**src/rtl/fetch_pkg.sv**
```systemverilog
// fetch_pkg: shared types and constants for the instruction-fetch stage.
//  - state_e       : fetch FSM state encoding
//  - RESET_VECTOR  : default PC after reset
//  - OP/FUNCT/RD   : bit positions of the decoder fields inside Instr
//  - word_align()  : clears the byte-offset bits of an address
package fetch_pkg;

  typedef enum logic [1:0] {
    S_IDLE,
    S_FETCH,
    S_VALID,
    S_FAULT
  } state_e;

  localparam logic [31:0] RESET_VECTOR = 32'h0000_0000;

  localparam int OP_HI    = 27;
  localparam int OP_LO    = 26;
  localparam int FUNCT_HI = 25;
  localparam int FUNCT_LO = 20;
  localparam int RD_HI    = 15;
  localparam int RD_LO    = 12;

  function automatic logic [31:0] word_align(input logic [31:0] addr);
    return {addr[31:2], 2'b00};
  endfunction

endpackage

```
**src/rtl/fetch_wdog.sv**
```systemverilog
// fetch_wdog: counts cycles an imem request has gone unacknowledged.
//  clk, reset : clock, async active-high reset
//  clr        : return the count to zero (takes priority over en)
//  en         : advance the count by one
//  expired    : count has reached MAX_WAIT-1
module fetch_wdog
  import fetch_pkg::*;
#(
  parameter int MAX_WAIT = 16,
  parameter int WAIT_W   = 5
) (
  input  logic clk,
  input  logic reset,
  input  logic clr,
  input  logic en,
  output logic expired
);

  logic [WAIT_W-1:0] count;

  always_ff @(posedge clk or posedge reset) begin
    if (reset)      count <= '0;
    else if (clr)   count <= '0;
    else if (en)    count <= count + 1'b1;
  end

  assign expired = (count == WAIT_W'(MAX_WAIT - 1));

endmodule

```
**src/rtl/fetch_stage.sv**
```systemverilog
// fetch_stage: holds the PC, fetches one instruction at a time from imem over
// a req/ack handshake and presents it to the decoder until consumed.
//  clk, reset    : clock, async active-high reset
//  imem_req/addr : fetch request and word address (= PC)
//  imem_ack/rdata: memory response; rdata captured in the ack cycle
//  Instr         : held instruction; InstrValid while awaiting consumption
//  dec_ready     : decoder consumes Instr this cycle
//  PCSrc/BranchTarget : redirect applied when the held instr is consumed
//  InstrPC/PCPlus8: address of held instruction and that address + 8
//  fetch_fault   : sticky, imem failed to ack within MAX_WAIT cycles
module fetch_stage
  import fetch_pkg::*;
#(
  parameter logic [31:0] RESET_VECTOR = fetch_pkg::RESET_VECTOR,
  parameter int          MAX_WAIT     = 16,
  parameter int          WAIT_W       = 5
) (
  input  logic        clk,
  input  logic        reset,
  output logic        imem_req,
  output logic [31:0] imem_addr,
  input  logic        imem_ack,
  input  logic [31:0] imem_rdata,
  output logic [31:0] Instr,
  output logic        InstrValid,
  input  logic        dec_ready,
  input  logic        PCSrc,
  input  logic [31:0] BranchTarget,
  output logic [31:0] InstrPC,
  output logic [31:0] PCPlus8,
  output logic        fetch_fault
);

  state_e      state, state_nxt;
  logic [31:0] pc;
  logic        expired;
  logic        in_fetch;
  logic        take;     // memory returned the word we asked for
  logic        consume;  // decoder takes the held instruction

  assign in_fetch = (state == S_FETCH);
  assign take     = in_fetch & imem_ack;
  assign consume  = (state == S_VALID) & dec_ready;

  fetch_wdog #(
    .MAX_WAIT (MAX_WAIT),
    .WAIT_W   (WAIT_W)
  ) u_wdog (
    .clk     (clk),
    .reset   (reset),
    .clr     (~in_fetch | imem_ack),
    .en      (in_fetch & ~imem_ack),
    .expired (expired)
  );

  always_ff @(posedge clk or posedge reset) begin
    if (reset) state <= S_IDLE;
    else       state <= state_nxt;
  end

  // An ack in the timeout cycle still wins: the word arrived in time.
  always_comb begin
    state_nxt = state;
    case (state)
      S_IDLE:  state_nxt = S_FETCH;
      S_FETCH: begin
        if (imem_ack)     state_nxt = S_VALID;
        else if (expired) state_nxt = S_FAULT;
      end
      S_VALID: if (dec_ready) state_nxt = S_FETCH;
      S_FAULT: state_nxt = S_FAULT;
      default: state_nxt = S_IDLE;
    endcase
  end

  // PC already points past the held instruction, so only a redirect moves it.
  always_ff @(posedge clk or posedge reset) begin
    if (reset) begin
      pc          <= RESET_VECTOR;
      Instr       <= '0;
      InstrPC     <= RESET_VECTOR;
      InstrValid  <= 1'b0;
      fetch_fault <= 1'b0;
    end else begin
      InstrValid <= (state_nxt == S_VALID);
      if (take) begin
        Instr   <= imem_rdata;
        InstrPC <= pc;
        pc      <= pc + 32'd4;
      end else if (consume && PCSrc) begin
        pc <= word_align(BranchTarget);
      end
      if (in_fetch && !imem_ack && expired) fetch_fault <= 1'b1;
    end
  end

  assign imem_req  = in_fetch;
  assign imem_addr = pc;
  assign PCPlus8   = InstrPC + 32'd8;

endmodule

```
**config.mk**
```make
export PLATFORM = sky130hd
export DESIGN_NAME = fetch_stage
export DESIGN_NICKNAME = d
export VERILOG_FILES = /design/src/rtl/fetch_pkg.sv /design/src/rtl/fetch_wdog.sv /design/src/rtl/fetch_stage.sv
export SDC_FILE = /design/constraint.sdc
export NUM_CORES = 1
export LEC_CHECK = 0
export ABC_AREA = 1
export CAP_MARGIN = 10
export CORE_ASPECT_RATIO = 1.75
export CORE_UTILIZATION = 58
export DETAILED_ROUTE_END_ITERATION = 8
export DONT_BUFFER_PORTS = 1
export GPL_TIMING_DRIVEN = 0
export HOLD_SLACK_MARGIN = 0.02
export PLACE_DENSITY = 0.8
export SYNTH_ARGS = -nofsm -noshare
export SYNTH_HDL_FRONTEND = slang
export SYNTH_SLANG_ARGS = --single-unit
```
**constraint.sdc**
```tcl
create_clock -name clk -period 3.6 [get_ports clk]
set_clock_uncertainty 0.1 [all_clocks]
set_input_delay 0.72 -clock clk [delete_from_list [all_inputs] [get_ports clk]]
set_output_delay 0.72 -clock clk [all_outputs]
set_load 0.03 [all_outputs]
```
==> impl_metrics.yaml <==
status:
  outcome: "finished clean"
sta:
  worst_slew_pin_slew_ns: 0.739
  max_slew_margin: 0.504
  setup_tns_ns: 0
  fmax_mhz: 288
  rsz0062_at_grt: "no"
  fin_crit_sh: 0.965
  drv_slew: 0
  fin_ws_ns: 0.125
  final_hold_viol_count: 0
  setup_viol: 0
  layout_min_cycle_time_ns: 3.48
  holdWs_ns: 0.126
pwr:
  ir_worst_vdd_v: 0.000597
  power_density_nw_per_um2: 1030
  p_leak_nw: 3.19
synthesis:
  synth_edf_count: 0
  synth_top_flop_cell: "dfrtp_1"
  yosys-top-cells-count: "nand2_1 (307), dfrtp_1 (101), inv_1 (95), nor2_1 (93), o21ai_0 (58)"
  synth-async-reset-ratio: 1.00
  yosysMostFrequentCell: "nand2_1"
  synthCells: 821
  yosysTopAreaCellShare: 0.439
  netlist_area_um2: 5760
  yosysTopAreaCell: "dfrtp_1"
  ys_seq_elements: 101
  yosysWarnings: 0
  syn_avg_cell_area_um2: 7.01
  synth.distinct_cells: 33
  synth.area.top_cells: "dfrtp_1 (44%), nand2_1 (20%), inv_1 (6.2%)"
  synth_seq_area_share: 0.439
setup_path:
  r2r_setup_slack_ns: 1.21
  r2r-end: "imem_addr[18]$_DFFE_PP0P_"
  start_kind: "flop"
  reg2reg_depth: 8
  cp_max_fo: 4
  endpoint_kind: "output port"
  worstPathRequired_ns: 2.78
  cp.arrival_ns: 2.66
  reg2reg_from: "imem_addr[2]$_DFFE_PP0P_"
  crit_type: "reg -> out"
global_routing:
  antenna_found_initial: 1
  grt_max_degree: 71
  grt_pass1_vias: 5401
  track_usage: 0.344
  grt.overflow.total: 0
  grt_pass1_wl_mm: 27.0
clock_network:
  worst_setup_hold_path_clk_slew_ns: 0.08
  clk-insertion-delay-late_ns: 0.36
  cts_resized: 0
  h-tree-depth: 3
  clk_path_buf_depth: 2
  postCtsSetupRepairBufs: 0
  cts_buffers: 9
  cts-root-buf: "clkbuf_16"
  cts.hold.buffers_added: 0
  cts.sinks: 101
  cts_tree: "built"
finish:
  fin_cells: 966
  drive_gt1_frac: 0.0830
  syn_to_final_growth_pct: 8.78
  final_util: 0.657
  nNetsFinal: 911
route:
  firstDrtPassIters: 8
  antenna_left: 0
  remaining_drc_errors: 0
  vias_per_cell: 5.58
  drt_wl_total_mm: 17.2
  drt_iter0_drc: 354
  wire_per_inst_um: 17.8
  vias: 5392
hold_path:
  hold_path_class: "in -> async"
die:
  rows: 47
  die_h_um: 134
  die_area_um2: 10300
  core_region_area_um2: 9530
  start_util: 0.604
  die_w_um: 77.3
  io_pins: 200
flow_run:
  cap_violations: 0
placement:
  pre_cts_ws_ns: 0.446
  finalWeightedCongestion: 0.900
  dp_hpwl_mm: 13.9
  dpl.cell_count: 949
  port_buffers: 0
## cells in the final DEF (no fill, tap or decap), types with 4 or more instances in the layout
master	n
dfrtp_1	101
nand2_2	4
nand4_1	5
nor2_1	93
xor2_1	19
nand3_1	37
a21oi_1	15
o21ai_1	4
buf_2	12
nand2_1	307
ha_1	4
buf_4	10
o21ai_0	58
o21a_1	4
nor3_1	11
clkbuf_1	5
clkbuf_16	9
nor2_2	13
conb_1	6
inv_1	94
## state kept, by name, indices dropped and copies added, names as in the netlist
name and flops:
Instr 32, InstrPC 30, imem_addr 30, u_wdog.count 5, state 2, InstrValid 1, fetch_fault 1
## cells by family after synthesis
| logic type | share of synthesized area |
|---|---|
| and+or+nand+nor | 0.341 |
| DFF | 0.439 |
| buffers and inverters | 0.0965 |
| xor gates and xnor gates | 0.0335 |
| other | 0.000651 |
| AOI/OAI and AO/OA | 0.0806 |
| adders and majority gates | 0.00869 |
## per-stage QoR
| stage | instance area [um^2] | power (W) |
|---|---|---|
| detailed placement | 5960 | 0.00551 |
| global placement | 5930 | 0.00542 |
| CTS | 6250 | 0.00647 |
| finish | 6260 | 0.00648 |
| global route | 6260 | 0.00684 |
| floorplan | 5780 | 0.00486 |
## report_power, final
part           switching, W  internal (W)  leakage (nW)  total (W)
Sequential          0.00170       0.00163          1.22    0.00333
Clock              0.000478      0.000488         0.143   0.000966
Combinational       0.00156      0.000621          1.83    0.00218
Total               0.00374       0.00274          3.19    0.00648
## layout make-up
cell class,instances,area (um^2)
multi-input cells,597,2700
inverters,97,367
diodes,1,2.50
clock buffers,9,225
plain buffers,31,191
well taps,122,153
repair buffers,1,27.5
flip-flops and latches,101,2530
clock inverters,7,68.8
fillers,861,3260
## worst max-delay path: stages, from the launching register on
cell,delay (ns)
dfrtp_1,0.57
ha_1,0.26
nand2_1,0.12
nor3_4,0.32
inv_1,0.08
nor2_1,0.23
nand2_1,0.15
xor2_1,0.57
## worst max path at each step
stage / from / endpoint / slack, ns / depth (start not counted)
finish: InstrPC[4]$_DFFE_PP0P_ / PCPlus8[21] / 0.12 / 7
global placement: reset / imem_addr[24]$_DFFE_PP0P_ / -0.80 / 1
global route: InstrPC[3]$_DFFE_PP0P_ / PCPlus8[22] / 0.09 / 6
floorplan: reset / InstrPC[10]$_DFFE_PP0P_ / 0.13 / 1
CTS: InstrPC[3]$_DFFE_PP0P_ / PCPlus8[26] / 0.06 / 6
detailed placement: InstrPC[3]$_DFFE_PP0P_ / PCPlus8[26] / 0.45 / 6
## metal layers
metal,GRT usage,share of wire,vias up
met5,0,0,-
met4,0.233,0.062,0
met3,0.0680,0.070,59
met2,0.632,0.53,304
met1,0.343,0.34,2469
li1,-,-,2560
Note: power is estimated with default switching activity, not from simulation.
